[config.mk]
export PLATFORM = sky130hd
export DESIGN_NAME = serial_subtractor_flat
export DESIGN_NICKNAME = d
export VERILOG_FILES = /design/src/rtl/serial_subtractor_pkg.sv /design/src/rtl/serial_subtractor_if.sv /design/src/rtl/serial_subtractor_full_subtractor.sv /design/src/rtl/serial_subtractor.sv /design/src/flat_wrapper.sv
export SDC_FILE = /design/constraint.sdc
export NUM_CORES = 1
export LEC_CHECK = 0
export BUFFER_PORTS_ARGS = -buffer_cell sky130_fd_sc_hd__buf_4
export CORE_ASPECT_RATIO = 2
export CORE_UTILIZATION = 35
export CTS_BUF_LIST = sky130_fd_sc_hd__clkbuf_4
export DETAILED_ROUTE_END_ITERATION = 8
export GPL_TIMING_DRIVEN = 0
export PLACE_DENSITY_LB_ADDON = 0.2
export SLEW_MARGIN = 0
export SYNTH_ARGS = -nofsm -noshare
export SYNTH_HDL_FRONTEND = slang
export SYNTH_HIERARCHICAL = 1
export SYNTH_SLANG_ARGS = --single-unit
[constraint.sdc]
create_clock -name clock -period 1.6 [get_ports clock]
set_input_delay 0.32 -clock clock [delete_from_list [all_inputs] [get_ports clock]]
set_output_delay 0.32 -clock clock [all_outputs]
set_load 0.02 [all_outputs]
[src/rtl/serial_subtractor_pkg.sv]
// serial_subtractor_pkg: state encoding and default width shared by the serial arithmetic blocks
package serial_subtractor_pkg;
  localparam int DEFAULT_WIDTH = 4;
  localparam logic [1:0] S_IDLE  = 2'd0;
  localparam logic [1:0] S_SHIFT = 2'd1;
  localparam logic [1:0] S_DONE  = 2'd2;
endpackage

[src/rtl/serial_subtractor_if.sv]
// serial_subtractor_if: operand/result handshake between a controlling FSM and the serial subtractor
interface serial_subtractor_if import serial_subtractor_pkg::*; #(
  parameter int WIDTH = DEFAULT_WIDTH
);
  logic             start;
  logic [WIDTH-1:0] a;
  logic [WIDTH-1:0] b;
  logic             bin;
  logic             busy;
  logic             done;
  logic [WIDTH-1:0] diff;
  logic             bout;
  logic             zero;
  modport master (output start, a, b, bin, input busy, done, diff, bout, zero);
  modport slave  (input start, a, b, bin, output busy, done, diff, bout, zero);
endinterface

[src/rtl/serial_subtractor_full_subtractor.sv]
// full_subtractor: 1-bit difference/borrow cell, d = a - b - bin
module full_subtractor (
  input  logic a,
  input  logic b,
  input  logic bin,
  output logic d,
  output logic bout
);
  assign d    = a ^ b ^ bin;
  assign bout = (~a & b) | (~(a ^ b) & bin);
endmodule

[src/rtl/serial_subtractor.sv]
// serial_subtractor: bit-serial a - b - bin, LSB first through one full_subtractor cell and a borrow FF
module serial_subtractor import serial_subtractor_pkg::*; #(
  parameter int WIDTH = DEFAULT_WIDTH
) (
  input  logic                clock,
  input  logic                reset_n,
  serial_subtractor_if.slave  bus
);
  localparam int CW = $clog2(WIDTH);
  logic [1:0]       state;
  logic [WIDTH-1:0] a_sh, b_sh, d_sh, d_next;
  logic [CW-1:0]    count;
  logic             borrow, d, borrow_next, last;
  full_subtractor u_fs (
    .a   (a_sh[0]),
    .b   (b_sh[0]),
    .bin (borrow),
    .d   (d),
    .bout(borrow_next)
  );
  assign d_next   = {d, d_sh[WIDTH-1:1]};
  assign last     = count == CW'(WIDTH - 1);
  assign bus.busy = state != S_IDLE;
  assign bus.done = state == S_DONE;
  always_ff @(posedge clock or negedge reset_n) begin
    if (!reset_n) begin
      state    <= S_IDLE;
      a_sh     <= '0;
      b_sh     <= '0;
      d_sh     <= '0;
      count    <= '0;
      borrow   <= 1'b0;
      bus.diff <= '0;
      bus.bout <= 1'b0;
      bus.zero <= 1'b0;
    end else if (state == S_IDLE) begin
      if (bus.start) begin
        a_sh   <= bus.a;
        b_sh   <= bus.b;
        borrow <= bus.bin;
        count  <= '0;
        state  <= S_SHIFT;
      end
    end else if (state == S_SHIFT) begin
      a_sh   <= a_sh >> 1;
      b_sh   <= b_sh >> 1;
      d_sh   <= d_next;
      borrow <= borrow_next;
      count  <= count + 1'b1;
      // results are published only here so they stay stable between completions
      if (last) begin
        bus.diff <= d_next;
        bus.bout <= borrow_next;
        bus.zero <= d_next == '0;
        state    <= S_DONE;
      end
    end else begin
      state <= S_IDLE;
    end
  end
endmodule

[src/flat_wrapper.sv]
// flat-port wrapper written by rule: the top's interface ports become plain ports
module serial_subtractor_flat import serial_subtractor_pkg::*;
#(
  parameter int WIDTH = DEFAULT_WIDTH
)
  (clock, reset_n, bus_start, bus_a, bus_b, bus_bin, bus_busy, bus_done, bus_diff, bus_bout, bus_zero);
  serial_subtractor_if #(.WIDTH(WIDTH)) bus_i ();
  input  logic clock;
  input  logic reset_n;
  input wire logic [$bits(bus_i.start)-1:0] bus_start;
  input wire logic [$bits(bus_i.a)-1:0] bus_a;
  input wire logic [$bits(bus_i.b)-1:0] bus_b;
  input wire logic [$bits(bus_i.bin)-1:0] bus_bin;
  output wire logic [$bits(bus_i.busy)-1:0] bus_busy;
  output wire logic [$bits(bus_i.done)-1:0] bus_done;
  output wire logic [$bits(bus_i.diff)-1:0] bus_diff;
  output wire logic [$bits(bus_i.bout)-1:0] bus_bout;
  output wire logic [$bits(bus_i.zero)-1:0] bus_zero;
  assign bus_i.start = bus_start;
  assign bus_i.a = bus_a;
  assign bus_i.b = bus_b;
  assign bus_i.bin = bus_bin;
  assign bus_busy = bus_i.busy;
  assign bus_done = bus_i.done;
  assign bus_diff = bus_i.diff;
  assign bus_bout = bus_i.bout;
  assign bus_zero = bus_i.zero;
  serial_subtractor #(.WIDTH(WIDTH)) u_core (.clock(clock), .reset_n(reset_n), .bus(bus_i));
endmodule
==> results.tsv, run 1 <==
metric	value	unit
GR Util met2	26.03	%
die area	3217	um2
Seq cells post-synth	22	
DRC violations left	0	
1st-iter DRT viols	6	
Synth cell types	27	
fin util	46.45	%
CTS tree	yes	
Power Dens Cells	1960	nW/um2
share of cells above drive strength 1	46.36	%
ant diodes	0	
CP startpoint	u_core/state[1]	
Post-Route WL	2074	um
GP Congestion	0.7178	
CP arrival	1.22	ns
Synth Warn #	6	
GRT busiest layer	met2	
die width	40.61	um
FFs w/ async S/R, synth	100.0	%
Vias/cell	5.302	
FILL cells	276	
Synthesized Nets	95	
antenna violations before repair	0	
worst setup path end	bus_done	
crit-path max FO	10	
grt met1 use	17.85	%
RR Startpoint	u_core/state[1]	
first-pass GRT wire length	3422	um
slowest library cell on the worst path	dfrtp_2	
r2r worst-path depth	4	
GRT Resource Usage Total	15.47	%
hold_sp	bus_a[3]	
kind of critical path	register to primary output	
critical path cell sequence	buf_4, nor2b_1, buf_4	
CTS max path bufs	2	
vias in the first global route	760	
Critical path buffers and inverters	2	
Final Max Tran Viols	0	
Clock Skew	0.005533	ns
Tightest Pin Transition	0.5626	ns
pin count of the biggest net entering global routing	23	
IO Port Bufs	19	
Skew-Pair Late Insertion Delay	0.30	ns
cell taking the most area after synthesis	dfrtp_1	
leak pwr	0.6163	nW
Hold Crit Depth	3	
Setup Viol. Count Final	0	
Final min period	1.543	ns
syn avg cell area	12.88	um2
Vias	737	
Highest Clock Rate	648.1	MHz
Commonest cells post-synth	dfrtp_1, mux2_2, inv_1	
Critical Path Source Type	register	
total power	2.553	mW
Post-DRT Antenna Nets	0	
Num Clock Sinks	22	
global route overflow	0	
CTS root buffer	clkbuf_4	
drt pass-1 iters	2	
Critical Path RT	1.28	ns
most frequent CP cell	buf_4	
final setup margin	0.05697	ns
core area	2804	um2
Post-Syn Instances	81	
Clk pin slew, worst setup/hold paths	0.12	ns
WP depth	3	
Mapped Area	1044	um2
Crit path largest cell delay	0.46	ns
pre-CTS setup slack	0.1593	ns
H-tree depth	1	
Worst Hold Class	primary input to register	
Post-synth EDFFs	0	
GR Layer Usage met3	1.676	%
TritonCTS Buffers	3	
routed len/inst	14.92	um
Die Y	79.22	um
initial core utilization	37.22	%
Total Nets Final	125	
CP endpoint kind	primary output	
outcome	complete, no violations	
cell family with most CP delay	flip-flops	
r2r endpoint	u_core/borrow	
I/O pin count	20	
reg-to-reg setup timing slack	0.11	ns
peak supply drop	1050	uV
ys flop type	dfrtp_1	
Syn-to-layout area delta	24.82	%
Slew headroom	62.41	%
Placement Rows	27	
final period utilization	96.44	%
share of the synthesized area in the top cell type	52.76	%
DP HPWL	1501	um
max-cap viol count	0	
most numerous cell in the Yosys netlist	dfrtp_1	
hold violation count in the final report	0	
Area contributors post-synth	dfrtp_1, mux2_2, o221a_2, or4b_1, inv_1	
sequential area share after synthesis	52.76	%
[report_power, final]
group          leakage [nW]  internal (mW)  total (mW)  switching [mW]
registers             0.263          0.828       0.993           0.165
clock network        0.0154         0.0908       0.254           0.163
logic                 0.338          0.700        1.31           0.606
[layout by cell type (no fill, tap or decap)]
cell / netlist / layout
inv_1: 8 / 8
a21oi_1: 1 / 1
mux2i_1: 1 / 1
o211ai_2: 1 / 1
ha_1: 1 / 1
buf_4: 1 / 26
nand2b_1: 2 / 2
or2_4: 0 / 1
or4b_1: 4 / 4
o21ba_2: 1 / 1
nor4_1: 1 / 1
fa_1: 1 / 1
clkinv_1: 0 / 1
nand2_1: 3 / 3
nor3b_1: 3 / 3
nor2b_1: 1 / 1
buf_6: 2 / 2
o21bai_1: 1 / 1
dlygate4sd3_1: 0 / 1
or2b_1: 1 / 1
buf_2: 2 / 1
o2bb2ai_1: 2 / 2
a211oi_1: 3 / 3
nor4b_1: 3 / 3
dfrtp_1: 22 / 21
o221a_2: 4 / 4
clkbuf_4: 0 / 3
mux2_2: 9 / 9
or3b_2: 1 / 1
nand3b_2: 1 / 1
dfrtp_2: 0 / 1
[what timing repair did]
item,in CTS,in global routing
endpoints found under the hold margin,22,0
cloned,0,0
setup endpoints to repair,2,2
gates resized for setup,4,0
pin swaps,1,0
hold buffers,1,0
buffers inserted,2,4
[routing by layer]
metal / vias to the layer above / wire length [um] / share of wire, %
li1: 348 / - / -
met1: 365 / 811 / 39
met2: 20 / 1147 / 55
met3: 4 / 77 / 3.7
met4: 0 / 37 / 1.8
met5: - / 0 / 0
[worst min path at each step]
stage | slack [ns] | to
6_report | 0.27 | u_core/a_sh[3]
5_1_grt | 0.27 | u_core/b_sh[3]
4_1_cts | 0.26 | u_core/a_sh[3]
3_5_place_dp | 0.23 | u_core/a_sh[0]
3_3_place_gp | 0.23 | u_core/b_sh[0]
2_1_floorplan | 0.02 | u_core/a_sh[0]
[registers in the layout (all words and copies together), names as in the netlist]
register         flops
u_core/a_sh          4
u_core/b_sh          4
u_core/borrow        1
u_core/bus.bout      1
u_core/bus.diff      4
u_core/bus.zero      1
u_core/count         2
u_core/d_sh          3
u_core/state         2
[area by class of cell]
class | count | area, um2 | share of cell area, %
tap | 29 | 36.28 | 2.786
multi-input combinational | 46 | 425.4 | 32.66
inverter | 8 | 30.03 | 2.305
clock buffer | 3 | 22.52 | 1.729
sequential | 22 | 551.8 | 42.36
clock inverter | 1 | 3.754 | 0.2882
timing repair buffer | 26 | 201.4 | 15.47
buffer | 4 | 31.28 | 2.402
[worst min-delay path, stage by stage]
cell and delay [ns]:
buf_4 0.11, nand2_1 0.05, o2bb2ai_1 0.06
[cell families (layout without fill, tap and decap cells)]
logic type | Yosys count | in the layout | share of synthesized area, %
simple gates | 21 | 21 | 15.23
mux | 10 | 10 | 10.67
compound gates | 13 | 13 | 11.51
flops | 22 | 22 | 52.76
buf+inv | 13 | 42 | 6.715
fa+ha+maj | 2 | 2 | 3.117
[through the flow]
stage                     hold WS, ns  std cells  area [um2]  setup TNS (ns)
after CTS                      0.2581        135        1272               0
final                          0.2681        139        1303               0
after global routing           0.2684        139        1303       -0.009981
after global placement         0.2270        129        1222               0
after detailed placement       0.2275        129        1222               0
after floorplan               0.02441         81        1044               0
Power figures use the tool's default switching activity.
==> run 2: changes to the inputs <==
- CORE_ASPECT_RATIO: 2 -> not set
- CORE_UTILIZATION: 35 -> 55
- SYNTH_HIERARCHICAL: 1 -> not set
==> results.tsv, run 2 <==
metric	value	unit	change
FFs w/ async S/R, synth	100.0	%	unchanged
I/O pin count	20		unchanged
antenna violations before repair	0		unchanged
core area	1594	um2	-43%
Net Sw Frac	36.57	%	about the same
Post-Route WL	2177	um	+5.0%
DP HPWL	1242	um	-17%
Vias	797		+8.1%
Clock Skew	0.006596	ns	+0.001064 ns
Int Power	1.854	mW	+15%
Post-Syn Instances	86		+6.2%
die area	1975	um2	-39%
Skew-Pair Late Insertion Delay	0.31	ns	about the same
Placement Rows	14		-48%
DRC violations left	0		unchanged
Post-synth EDFFs	0		unchanged
Area contributors post-synth	dfrtp_1, mux2_2, o22ai_1, o21ai_0, a21oi_1		
Synthesized Nets	100		+5.3%
Num Clock Sinks	22		unchanged
FILL cells	103		-63%
leak pwr	0.6121	nW	-0.68%
first-pass GRT wire length	3277	um	-4.2%
CTS max path bufs	2		unchanged
Seq cells post-synth	22		unchanged
Placed Area	1156	um2	-5.4%
Tightest Pin Transition	0.3099	ns	-0.2528 ns
CTS root buffer	clkbuf_4		
Clk pin slew, worst setup/hold paths	0.13	ns	about the same
outcome	complete, no violations		
routed len/inst	15.22	um	+2.0%
ys flop type	dfrtp_1		
H-tree depth	1		unchanged
CP endpoint kind	register		
most numerous cell in the Yosys netlist	dfrtp_1		
total power	2.923	mW	+14%
setup_tns	0	ns	unchanged
sequential area share after synthesis	55.56	%	+2.8 points
RSZ-0062 raised after global routing	no		
global route overflow	0		unchanged
Critical Path RT	1.81	ns	+0.53 ns
hold violation count in the final report	0		unchanged
Flop pwr share	34.4	%	-4.5 points
die width	44.45	um	+9.4%
syn avg cell area	11.52	um2	-11%
Final Cell Area	1305	um2	+0.19%
WHS	0.2707	ns	+0.002588 ns
most common cell after layout, fill and taps aside	buf_4		
RR Startpoint	u_core.borrow		
initial core utilization	62.17	%	+25 points
Mapped Area	991.0	um2	-5.0%
Regs by FF count	u_core.a_sh x4, u_core.b_sh x4, u_core.bus.diff x4		
max-cap viol count	0		unchanged
TritonCTS Buffers	3		unchanged
Synth cell types	21		-22%
switching power	1.069	mW	+14%
Highest Clock Rate	642.7	MHz	-0.83%
Post-DRT Antenna Nets	0		unchanged
peak supply drop	1203	uV	+15%
GRT Resource Usage Total	23.16	%	+7.7 points
cell taking the most area after synthesis	dfrtp_1		
final setup margin	0.04399	ns	-0.01297 ns
vias in the first global route	759		-0.13%
Die Y	44.45	um	-44%
final period utilization	97.25	%	+0.81 points
Worst Hold Class	primary input to register		
ant diodes	0		unchanged
clock share of power	14.7	%	+4.8 points
CTS tree	yes		
CP startpoint	u_core.borrow		
combinational power share	50.9	%	-0.2 points
CP arrival	1.77	ns	+0.55 ns
share of cells above drive strength 1	41.18	%	-5.2 points
Final min period	1.556	ns	+0.01297 ns
hold_sp	bus_a[3]		
Critical Path Source Type	register		
commonest non-fill, non-tap cells in the layout	buf_4, dfrtp_1, o22ai_1		
Syn-to-layout area delta	31.69	%	
Total Nets Final	134		+7.2%
Commonest cells post-synth	dfrtp_1, o22ai_1, o21ai_0		
Vias/cell	5.573		+5.1%
Final Max Tran Viols	0		unchanged
Slew headroom	79.27	%	+17 points
IO Port Bufs	18		-1
share of the synthesized area in the top cell type	55.56	%	+2.8 points
crit-path max FO	2		-8
pre-CTS setup slack	-0.009950	ns	-0.1692 ns
kind of critical path	register to register		
GP Congestion	0.7924		+10%
Setup Viol. Count Final	0		unchanged
pin count of the biggest net entering global routing	23		unchanged
1st-iter DRT viols	26		+20
drt pass-1 iters	4		+2
Power Dens Cells	2239	nW/um2	+14%
Synth Warn #	0		-6
[run 2: cell count changes after synthesis, sizes merged, moves of 3 or more]
cell	before	now
o22ai	0	12
o21ai	0	11
a21oi	1	7
o221a	4	0
or4b	4	0
nor4b	3	0
[run 2: what timing repair did]
action / in CTS / in global routing
pin swaps: 1 / 3
resized for setup: 1 / 3
hold endpoints to repair: 22 / 0
gates cloned: 0 / 0
buffers inserted: 6 / 4
setup endpoints to repair: 3 / 3
hold buffers: 1 / 0
[run 2: cells by family after synthesis]
| family | after synthesis | synth area share, % |
|---|---|---|
| fa+ha+maj | 2 | 3.283 |
| buf+inv | 10 | 6.186 |
| mux | 7 | 7.955 |
| simple gates | 13 | 8.840 |
| flops | 22 | 55.56 |
| compound gates | 32 | 18.18 |
[run 2: critical path, cell delays in order, from the launching register on]
cell and delay [ns]:
dfrtp_1 0.37, inv_2 0.06, fa_1 0.49, buf_4 0.15
buf_4 0.13, mux2_2 0.26
[run 2: area by class of cell]
| cell class | count | area, um2 | share of cell area (%) |
|---|---|---|---|
| repair buffers | 29 | 220.2 | 16.87 |
| well taps | 24 | 30.03 | 2.301 |
| plain buffers | 4 | 38.79 | 2.972 |
| clock inverters | 1 | 30.03 | 2.301 |
| flip-flops and latches | 22 | 550.5 | 42.19 |
| multi-input cells | 54 | 382.9 | 29.34 |
| inverters | 6 | 30.03 | 2.301 |
| clock buffers | 3 | 22.52 | 1.726 |
[run 2: power groups by stage]
stage          clock, mW  sequential (mW)  combinational [mW]
2_1_floorplan          0             1.06               0.775
3_5_place_dp           0             1.01                1.18
5_1_grt            0.448             1.03                1.61
3_3_place_gp           0            0.998                1.14
4_1_cts            0.426            0.993                1.34
6_report           0.430             1.01                1.49
[run 2: worst paths after layout]
check	endpoint	slack, ns	depth (start not counted)
max reg2reg	u_core.d_sh[3]	0.04	5
max in group asynchronous	u_core.a_sh[2]	0.97	2
max	u_core.d_sh[3]	0.04	5
min reg2reg	u_core.bus.zero	0.50	2
min in group asynchronous	u_core.b_sh[0]	0.41	2
min	u_core.a_sh[3]	0.27	3
[run 2: through the flow]
step,cells,util [%]
detailed placement,128,72.53
CTS,139,79.51
global placement,128,72.53
finish,143,81.87
global route,143,81.87
floorplan,86,-
[run 2: layer usage]
metal / track usage, % / vias to the layer above / wire [um]
met3: 2.449 / 6 / 107
met4: 7.879 / 0 / 31
met1: 29.30 / 381 / 887
met5: 0 / - / 0
li1: - / 376 / -
met2: 41.18 / 34 / 1150
==> run 3: changes to the inputs <==
- BUFFER_PORTS_ARGS: -buffer_cell sky130_fd_sc_hd__buf_4 -> not set
- CORE_UTILIZATION: 55 -> 60
- DONT_BUFFER_PORTS: not set -> 1
- SLEW_MARGIN: 0 -> not set
==> results.tsv, run 3 (synthesis gave the netlist of run 2 again) <==
metric	value	unit	change
Power Dens Cells	2202	nW/um2	-1.7%
total power	2.364	mW	-19%
Total Nets Final	108		-19%
fin util	70.44	%	-11 points
initial core utilization	65.02	%	+2.9 points
CTS root buffer	clkbuf_4		
IO Port Bufs	0		-18
GP Congestion	0.7766		-2.0%
hold violation count in the final report	0		unchanged
Worst Hold End	u_core.b_sh[3]		
Post-Route WL	1698	um	-22%
critical path cell sequence	buf_6, clkinvlp_4, nand2_1		
TritonCTS Buffers	3		unchanged
CP endpoint kind	primary output		
kind of critical path	register to primary output		
Final Max Tran Viols	0		unchanged
Hold Crit Depth	2		-1
Reg area	550.5	um2	unchanged
commonest non-fill, non-tap cells in the layout	dfrtp_1, o22ai_1, o21ai_0		
vias in the first global route	658		-13%
hold_sp	bus_b[3]		
first-pass GRT wire length	2801	um	-15%
Tightest Pin Transition	0.9713	ns	+0.6615 ns
ant diodes	0		unchanged
Placement Rows	14		unchanged
Syn-to-layout area delta	8.333	%	
Num Clock Sinks	22		unchanged
Worst Hold Class	primary input to register		
r2r worst-path depth	3		-2
drt pass-1 iters	4		unchanged
DP HPWL	1144	um	-7.9%
pin count of the biggest net entering global routing	23		unchanged
post-route insts no fill	109		-24%
antenna violations before repair	0		unchanged
peak supply drop	1062	uV	-12%
Setup Viol. Count Final	0		unchanged
core area	1524	um2	-4.4%
CP arrival	1.24	ns	-0.53 ns
I/O pin count	20		unchanged
Clock Skew	0.003682	ns	-0.002915 ns
routed len/inst	15.58	um	+2.3%
Skew-Pair Late Insertion Delay	0.30	ns	about the same
DRC violations left	0		unchanged
global route overflow	0		unchanged
1st-iter DRT viols	4		-85%
WHS	0.1470	ns	-0.1237 ns
max-cap viol count	0		unchanged
H-tree depth	1		unchanged
Critical Path Source Type	register		
Post-Place Cells	102		-20%
Vias/cell	6.229		+12%
cell family with most CP delay	flip-flops		
crit-path max FO	10		+8
Critical Path RT	1.28	ns	-0.53 ns
GRT Resource Usage Total	20.95	%	-2.2 points
die area	1818	um2	-8.0%
Die Y	42.64	um	-4.1%
Highest Clock Rate	639.4	MHz	-0.51%
reg-to-reg setup timing slack	0.06	ns	+0.02 ns
die width	42.64	um	-4.1%
RR Startpoint	u_core.a_sh[0]		
RSZ-0062 raised after global routing	yes		
outcome	complete, no violations		
leak pwr	0.4796	nW	-22%
Critical path buffers and inverters	2		-1
Slew headroom	35.03	%	-44 points
share of cells above drive strength 1	21.51	%	-20 points
Post-DRT Antenna Nets	0		unchanged
Vias	679		-15%
area of the multi-input gates	386.6	um2	+0.98%
CTS tree	yes		
FILL cells	117		+14%
Clk pin slew, worst setup/hold paths	0.12	ns	about the same
CTS max path bufs	2		unchanged
r2r endpoint	u_core.bus.zero		
Crit path largest cell delay	0.40	ns	-0.09 ns
Final min period	1.564	ns	+0.008048 ns
slowest library cell on the worst path	dfrtp_1		
Regs by FF count	u_core.a_sh x4, u_core.b_sh x4, u_core.bus.diff x4		
final period utilization	97.75	%	+0.50 points
most common cell after layout, fill and taps aside	dfrtp_1		
-- run 3: cell types whose count changed in the layout (fill, tap and decap cells not counted) --
cell	change
or4_4	-1
clkinvlp_4	-1
buf_4	-26
nor2_4	+1
or4_1	+1
inv_1	+2
bufinv_16	-1
inv_2	-1
nor2_1	-1
clkinv_1	+1
-- run 3: per-layer routing --
layer	vias up	GRT usage, %	share of wire (%)
met1	330	27.27	45
li1	328	-	-
met5	-	0	0
met3	4	4.310	5.2
met2	17	32.12	48
met4	0	12.50	1.8
-- run 3: timing repair --
action	in CTS	in global routing
setup buffers	1	1
endpoints found under the setup margin	2	2
hold buffers	1	0
resized for setup	1	2
endpoints found under the hold margin	22	0
pin swaps	2	1
-- run 3: through the flow --
stage                     setup slack [ns]  TNS [ns]  area (um2)
final                              0.03595         0        1074
after global routing              -0.02314  -0.03329        1074
after CTS                          0.01508         0        1057
after detailed placement          -0.01115  -0.01115        1011
after global placement            0.008110         0        1011
after floorplan                    0.07170         0       991.0
-- run 3: how the worst max path moves through the flow --
| stage | start | end | slack [ns] | depth (start not counted) |
|---|---|---|---|---|
| finish | u_core.state[1] | bus_busy | 0.04 | 3 |
| detailed placement | u_core.a_sh[0] | u_core.bus.zero | -0.01 | 3 |
| floorplan | u_core.a_sh[0] | u_core.bus.zero | 0.07 | 3 |
| global placement | u_core.a_sh[0] | u_core.bus.zero | 0.008 | 3 |
| global route | u_core.a_sh[0] | u_core.bus.zero | -0.02 | 3 |
| CTS | u_core.state[1] | bus_busy | 0.02 | 3 |
-- run 3: cell type report --
class                   instances  area share, %
flip-flops and latches         22          51.28
multi-input cells              54          36.01
plain buffers                   4          3.613
inverters                       6          2.448
repair buffers                  3          2.331
clock buffers                   3          2.098
well taps                      16          1.865
clock inverters                 1         0.3497
-- run 3: power by group --
part | leakage, nW | switching [mW] | internal (mW)
Combinational | 0.198 | 0.501 | 0.520
Clock | 0.0154 | 0.160 | 0.0910
Sequential | 0.266 | 0.267 | 0.826
